==> src/rtl/crc32_rx_check.sv <==
// GMII receive frame checker: preamble/SFD detect, FCS strip,
// CRC32 residue check, length and PHY error status per frame.
module crc32_rx_check #(
    parameter int          datalen   = 8,
    parameter int          crc_len   = 32,
    parameter logic [31:0] crc       = 32'h04C11DB7,
    parameter int          MIN_FRAME = 64,
    parameter int          MAX_FRAME = 1518
) (
    input  logic               clk,
    input  logic               rst,
    input  logic [datalen-1:0] rx_data,
    input  logic               rx_dv,
    input  logic               rx_er,
    output logic [datalen-1:0] out_data,
    output logic               out_valid,
    output logic               frame_done,
    output logic               fcs_ok,
    output logic               len_err,
    output logic               phy_err,
    output logic [11:0]        frame_len
);

    function automatic logic [crc_len-1:0] reflect(input logic [crc_len-1:0] v);
        logic [crc_len-1:0] r;
        for (int i = 0; i < crc_len; i++) r[i] = v[crc_len-1-i];
        return r;
    endfunction

    localparam logic [crc_len-1:0] POLY_R  = reflect(crc[crc_len-1:0]);
    localparam logic [crc_len-1:0] RESIDUE = 32'hDEBB20E3;
    localparam logic [11:0]        MIN_L   = 12'(MIN_FRAME);
    localparam logic [11:0]        MAX_L   = 12'(MAX_FRAME);
    localparam logic [11:0]        SAT     = 12'hFFF;

    typedef enum logic [1:0] {IDLE, PRE, DATA, DROP} state_t;

    state_t                        state_q;
    logic [crc_len-1:0]            crc_q, crc_d;
    logic [11:0]                   cnt_q, cnt_d;
    logic [3:0][datalen-1:0]       dly_q;
    logic                          phy_q;

    // LSB-first update; reflected poly means no input bit reversal.
    always_comb begin
        crc_d = crc_q;
        for (int i = 0; i < datalen; i++) begin
            crc_d = (crc_d >> 1) ^ ((crc_d[0] ^ rx_data[i]) ? POLY_R : '0);
        end
        cnt_d = (cnt_q == SAT) ? cnt_q : cnt_q + 12'd1;
    end

    always_ff @(posedge clk or negedge rst) begin
        if (!rst) begin
            state_q    <= IDLE;
            crc_q      <= '1;
            cnt_q      <= '0;
            dly_q      <= '0;
            phy_q      <= 1'b0;
            out_data   <= '0;
            out_valid  <= 1'b0;
            frame_done <= 1'b0;
            fcs_ok     <= 1'b0;
            len_err    <= 1'b0;
            phy_err    <= 1'b0;
            frame_len  <= '0;
        end else begin
            out_valid  <= 1'b0;
            frame_done <= 1'b0;
            unique case (state_q)
                IDLE: begin
                    if (rx_dv) state_q <= (rx_data == 8'h55) ? PRE : DROP;
                end
                PRE: begin
                    if (!rx_dv) begin
                        state_q <= IDLE;
                    end else if (rx_data == 8'hD5) begin
                        state_q <= DATA;
                        crc_q   <= '1;
                        cnt_q   <= '0;
                    end else if (rx_data != 8'h55) begin
                        state_q <= DROP;
                    end
                end
                DATA: begin
                    if (rx_dv) begin
                        crc_q <= crc_d;
                        cnt_q <= cnt_d;
                        dly_q <= {dly_q[2:0], rx_data};
                        if (rx_er) phy_q <= 1'b1;
                        // Oldest delay-line byte is payload once 4 bytes are held back.
                        if (cnt_q >= 12'd4) begin
                            out_data  <= dly_q[3];
                            out_valid <= 1'b1;
                        end
                    end else begin
                        frame_done <= 1'b1;
                        fcs_ok     <= (crc_q == RESIDUE);
                        len_err    <= (cnt_q < MIN_L) || (cnt_q > MAX_L);
                        phy_err    <= phy_q;
                        frame_len  <= cnt_q;
                        state_q    <= IDLE;
                        cnt_q      <= '0;
                        phy_q      <= 1'b0;
                    end
                end
                DROP: begin
                    if (!rx_dv) state_q <= IDLE;
                end
                default: state_q <= IDLE;
            endcase
        end
    end

endmodule

==> config.mk <==
export PLATFORM = sky130hd
export DESIGN_NAME = crc32_rx_check
export DESIGN_NICKNAME = d
export VERILOG_FILES = /design/src/rtl/crc32_rx_check.sv
export SDC_FILE = /design/constraint.sdc
export NUM_CORES = 1
export LEC_CHECK = 0
export ABC_AREA = 1
export BUFFER_PORTS_ARGS = -buffer_cell sky130_fd_sc_hd__buf_2
export CAP_MARGIN = 0
export CORE_ASPECT_RATIO = 0.6
export CORE_MARGIN = 5
export CORE_UTILIZATION = 45
export DETAILED_ROUTE_END_ITERATION = 10
export SLEW_MARGIN = 20
export SYNTH_ARGS = -nofsm -noshare
export SYNTH_HDL_FRONTEND = slang
export SYNTH_SLANG_ARGS = --single-unit
==> constraint.sdc <==
create_clock -name clk -period 1.6 [get_ports clk]
set_input_delay 0.16 -clock clk [delete_from_list [all_inputs] [get_ports clk]]
set_output_delay 0.16 -clock clk [all_outputs]
set_load 0.05 [all_outputs]
* Yosys cells after proc, flatten, opt, wreduce, memory -nomap -nowiden
Index checks and enable logic that the tools add are counted.
** Word-level totals
- Register bits :: 104
- Bits in latches :: 0
- Bits in writable memories :: 0
- Memory bits (read-only) :: 0
- Output and inout bits :: 25
- Memories :: 0
** Operators by class
- Add/subtract/negate cells :: 1
- $mul :: 0
- Divide/modulo/power cells :: 0
- Order comparisons :: 3
- Equality and inequality tests :: 16
- Shifts and indexed selects :: 0
- Mux-type cells :: 31
- Bitwise logic cells :: 17
- Reduce and logical (&&, ||, !) cells :: 11
** Operator list (count)
- $mux W32 :: 11
- $xor A31 B32 Y32 :: 8
- $pmux W32 S2 :: 1
- $mux W12 :: 4
- $eq A32 B32 Y1 const B :: 1
- $pmux W12 S2 :: 1
- $add A12 B1 Y12 const B :: 1
- $eq A12 B12 Y1 const B :: 1
- $ge A12 B3 Y1 const B :: 1
- $gt A12 B11 Y1 const B :: 1
- $lt A12 B7 Y1 const B :: 1
- $mux W2 :: 6
- $ne A2 B2 Y1 const B :: 5
- $eq A8 B7 Y1 const B :: 1
- $eq A8 B8 Y1 const B :: 1
- $ne A8 B7 Y1 const B :: 1
- $reduce_and A4 Y1 :: 2
- $xor A1 B1 Y1 :: 8
- $mux W1 :: 7
- $pmux W2 S3 :: 1
- $reduce_and A2 Y1 :: 3
- $reduce_and A3 Y1 :: 2
- $eq A2 B2 Y1 const B :: 2
- $ne A4 B4 Y1 const B :: 1
- 8 further kinds :: 8

* Depth between registers and ports, before layout
- Depth after elaboration :: 26
- Depth in mapped cells :: 13
- Mapped depth without buffers :: 13

* Worst setup path after synthesis
No wires, ideal clock.
- Path kind :: register to register
- Start :: register cnt_q[0]
- End :: register cnt_q[9]
- Library setup time :: 0.122 ns
- Arrival time :: 1.499 ns
- Path slack :: -0.021 ns
- Stages on the path, launching flop included :: 10
- Path buffers :: 1
- Period minus slack after synthesis :: 1.621 ns
- Path through :: dfrtp_1 -> ha_1 -> nand3_1 -> nor3_1 -> nand3_1 -> nand2_2 -> inv_2 -> buf_4 -> nand3_1 -> o21ai_1
** Between the ends
- Cells in the longest elaborated chain, start to end :: 4
** RTL lines
- start, declared :: RTL line 40 : logic [11:0] cnt_q, cnt_d;
- start signal, assigned :: RTL line 88 : cnt_q <= cnt_d;
- $add A12 B1 Y12 :: RTL line 50 : cnt_d = (cnt_q == SAT) ? cnt_q : cnt_q + 12'd1;
- $mux W12 :: RTL line 50
- $mux W12 :: RTL line 86 : if (rx_dv) begin
- $pmux W12 S2 :: RTL line 70 : unique case (state_q)
Parallel ways exist; a longest one is shown, timed or not. The select of a mux whose other input is x is not followed.
A chain may end at the register's enable or synchronous reset.

* Worst setup path after layout
- Start :: register crc_q[1]
- End :: register crc_q[15]
** Between the ends
- Cells in the longest elaborated chain, start to end :: 14
** RTL lines
- start, declared :: RTL line 39 : logic [crc_len-1:0] crc_q, crc_d;
- start signal, assigned :: RTL line 87 : crc_q <= crc_d;
- $xor A31 B32 Y32 (*) :: RTL line 48 : crc_d = (crc_d >> 1) ^ ((crc_d[0] ^ rx_data[i]) ? POLY_R : '0);
- $xor A1 B1 Y1 (*) :: RTL line 48
- $mux W32 (*) :: RTL line 48
- $xor A31 B32 Y32 (*) (6 in a row) :: RTL line 48
- $xor A1 B1 Y1 :: RTL line 48
- $mux W32 :: RTL line 48
- $xor A31 B32 Y32 (*) :: RTL line 48
- $mux W32 (*) :: RTL line 86
- $pmux W32 S2 (*) :: RTL line 70
Every way passes the cells marked *; elsewhere a longest branch is shown, timed or not. The select of a mux whose other input is x is not followed.

==> metrics.txt <==
final net count slightly below 900; Chip Width about 150 um; post-synthesis compound-gate area fraction 9.528%; reg2reg end crc_q[15]; cell area after placement 0.006621 mm2; final setup fails 20; Worst VDD drop ~980 uV; vias in the first global route 5206; clk sinks 104; Ys Warns 0; sequential cell area 0.002645 mm2; Seq/Total Area, Yosys approximately 48%; xor and xnor area share after synthesis 6.171%; Pre-antenna DRT Iters 5; max cap viols 0; CP Capture Type register; reg2reg start crc_q[1]; Critical Path Source Type register; worst hold path type input port to register; via/cell ratio approximately 5.1; antenna fix cells 0; vias post-DR 5347; gpl congestion 1.004; post-synthesis average cell area roughly 7.6 um2; area grow syn2layout 43.81%; Max Fclk 0.5715 GHz; Slew @ Worst Pin 0.3823 ns; CP arrival 2.02 ns; Synth area leaders dfrtp_1 33%, nand2_1 19%, dfstp_2 15%; starting density of the core 45.87%; residual overflow from global routing 0; top-count cell post-synth nand2_1; Syn Std Cell Area approximately 0.0055 mm2; core area 0.01202 mm2; Slew HR 74.52%; most instantiated cells after synthesis 274 x nand2_1, 76 x inv_1, 72 x dfrtp_1; All-Layer GR Usage 23.68%; initial antenna violation count 0; Rows 31; PortBufs 36; post-synthesis mux area share 0%; Max FO, Critical Path 5; Bufs on Longest Clock Path 2; setup ws final -0.1497 ns; global-route wire length before repair 27080 um; I/O pins 37; CTS tree yes; hold_sp rx_er; Final ANT Viol Nets 0; Post-synth EDFFs 0; Design Area, Final 0.007931 mm2; worst-skew pair later-pin latency 0.35 ns; # DRC 0; layout cells sized above 1 40.16%; leading area contributor after synthesis dfrtp_1; Clock Skews 0.008395 ns; Slew Viols, Final 0; DP HPWL 11960 um; worst-case reg-to-reg path depth 9; fillers 1028; Unique masters post-synth 35; H-Tree Depth 3; Pwr per Cell Area between 2000 and 2500 mW/mm2; Tmin final 1.750 ns; Die H 95.76 um; cell depth of the worst hold path 3; Tcrit/Tclk final 109.4%; largest net degree at the start of global routing 46; Synth top area share 32.67%; CP required 1.87 ns; WL per Instance around 17 um; largest family of logic cells by synthesized area simple AND/OR/NAND/NOR gates; syn_nets between 700 and 800; setup tns final -1.158 ns; area taken by multi-input logic gates 0.003202 mm2; Synth Area in Simple Gates 28.58%; RSZ-0062 raised after global routing true; Final Util 65.96%; post-synthesis adder-cell area fraction 0.4537%; die area ~0.015 mm2; total CTS buffers 9; r2r setup slk -0.15 ns; Final Hold Fails 0; Leakage approximately 4 nW; clk slew on worst S/H paths 0.08 ns; Starting DRT DRC Count 426; Synth Flop Type dfrtp_1; WS Path Type register to register; ys async rst share 100.0%; failing checks negative setup slack; post-synthesis register bit count 104; hold endpoint phy_q; CTS root buffer clkbuf_16; Post-Synthesis Cells 723; final wirelength 17400 um; status complete, but fails checks
-- worst max-delay path, stage by stage, from the launching register on --
cell	delay [ns]
dfstp_2	0.57
inv_2	0.06
nand2_2	0.09
nand2_4	0.11
buf_12	0.18
xor2_4	0.16
or2_4	0.25
nand3_2	0.06
nand2_1	0.06
o21ai_1	0.14
-- layout by cell type, fill, tap and decap left out, drive strengths merged, types with 9 or more instances in the layout --
cell	count
a21oi	16
o21ai	69
inv	88
dfstp	32
nand2	280
dfrtp	72
buf	156
clkbuf	9
xor2	33
nand3	38
nand4	9
nor2	24
nor3	15
-- through the flow --
| stage | std cells | setup WS, ns | power [mW] | hold slack (ns) |
|---|---|---|---|---|
| final | 1044 | -0.1497 | 16.00 | 0.04495 |
| after global routing | 1044 | -0.1795 | 17.04 | 0.06132 |
| after CTS | 1030 | -0.05075 | 14.36 | 0.03822 |
| after detailed placement | 1003 | -0.1646 | 11.34 | 0.1059 |
| after global placement | 1003 | -0.1181 | 11.15 | 0.1037 |
| after floorplan | 723 | 0.006739 | 8.556 | -0.1356 |
-- layer usage --
metal	wire length [um]	vias up	part of all wire (%)	track usage [%]
met5	0	-	0	0
met4	168	0	0.97	5.041
met3	1010	19	5.8	5.526
met2	7736	164	44	35.85
met1	8485	2579	49	35.02
li1	-	2585	-	-
-- state kept, by name (all words and copies together), names as in the netlist --
register and flops:
out_data 8, crc_q 32, frame_len 12, len_err 1, phy_q 1, out_valid 1, frame_done 1, phy_err 1
state_q 2, cnt_q 12, fcs_ok 1, dly_q 32
-- cell families (layout without fill, tap and decap cells) --
group | after synthesis | count (layout)
buffers and inverters | 102 | 258
flip-flops | 104 | 104
adder cells (fa/ha/maj) | 2 | 2
XOR/XNOR | 38 | 38
AO/OA/AOI/OAI | 99 | 99
AND/OR/NAND/NOR | 378 | 378
-- where the power goes --
part	internal, mW	switching, mW
Sequential	3.84	0.798
Combinational	3.87	5.33
Clock	1.09	1.07
-- worst max-delay path by stage --
stage | start | endpoint | slack, ns
2_1_floorplan | crc_q[1] | crc_q[23] | 0.007
5_1_grt | crc_q[1] | crc_q[21] | -0.18
3_5_place_dp | crc_q[2] | crc_q[15] | -0.16
3_3_place_gp | crc_q[1] | crc_q[15] | -0.12
4_1_cts | crc_q[3] | crc_q[23] | -0.05
6_report | crc_q[1] | crc_q[15] | -0.15
-- what timing repair did --
item                                    in CTS  in global routing
pin swaps                                   27                 43
buffers inserted                            11                 14
endpoints found under the hold margin        9                  0
endpoints found under the setup margin      37                 53
resized for setup                           90                118
hold buffers                                 1                  0
-- cell type report --
cell class	count	share of cell area, %
Clock buffer	9	2.840
Clock inverter	7	0.7888
Inverter	85	4.149
Multi-Input combinational cell	517	40.37
Sequential cell	104	33.35
Tap cell	165	2.603
Timing Repair Buffer	157	15.90
No activity file was read; power rests on OpenSTA's default activity.
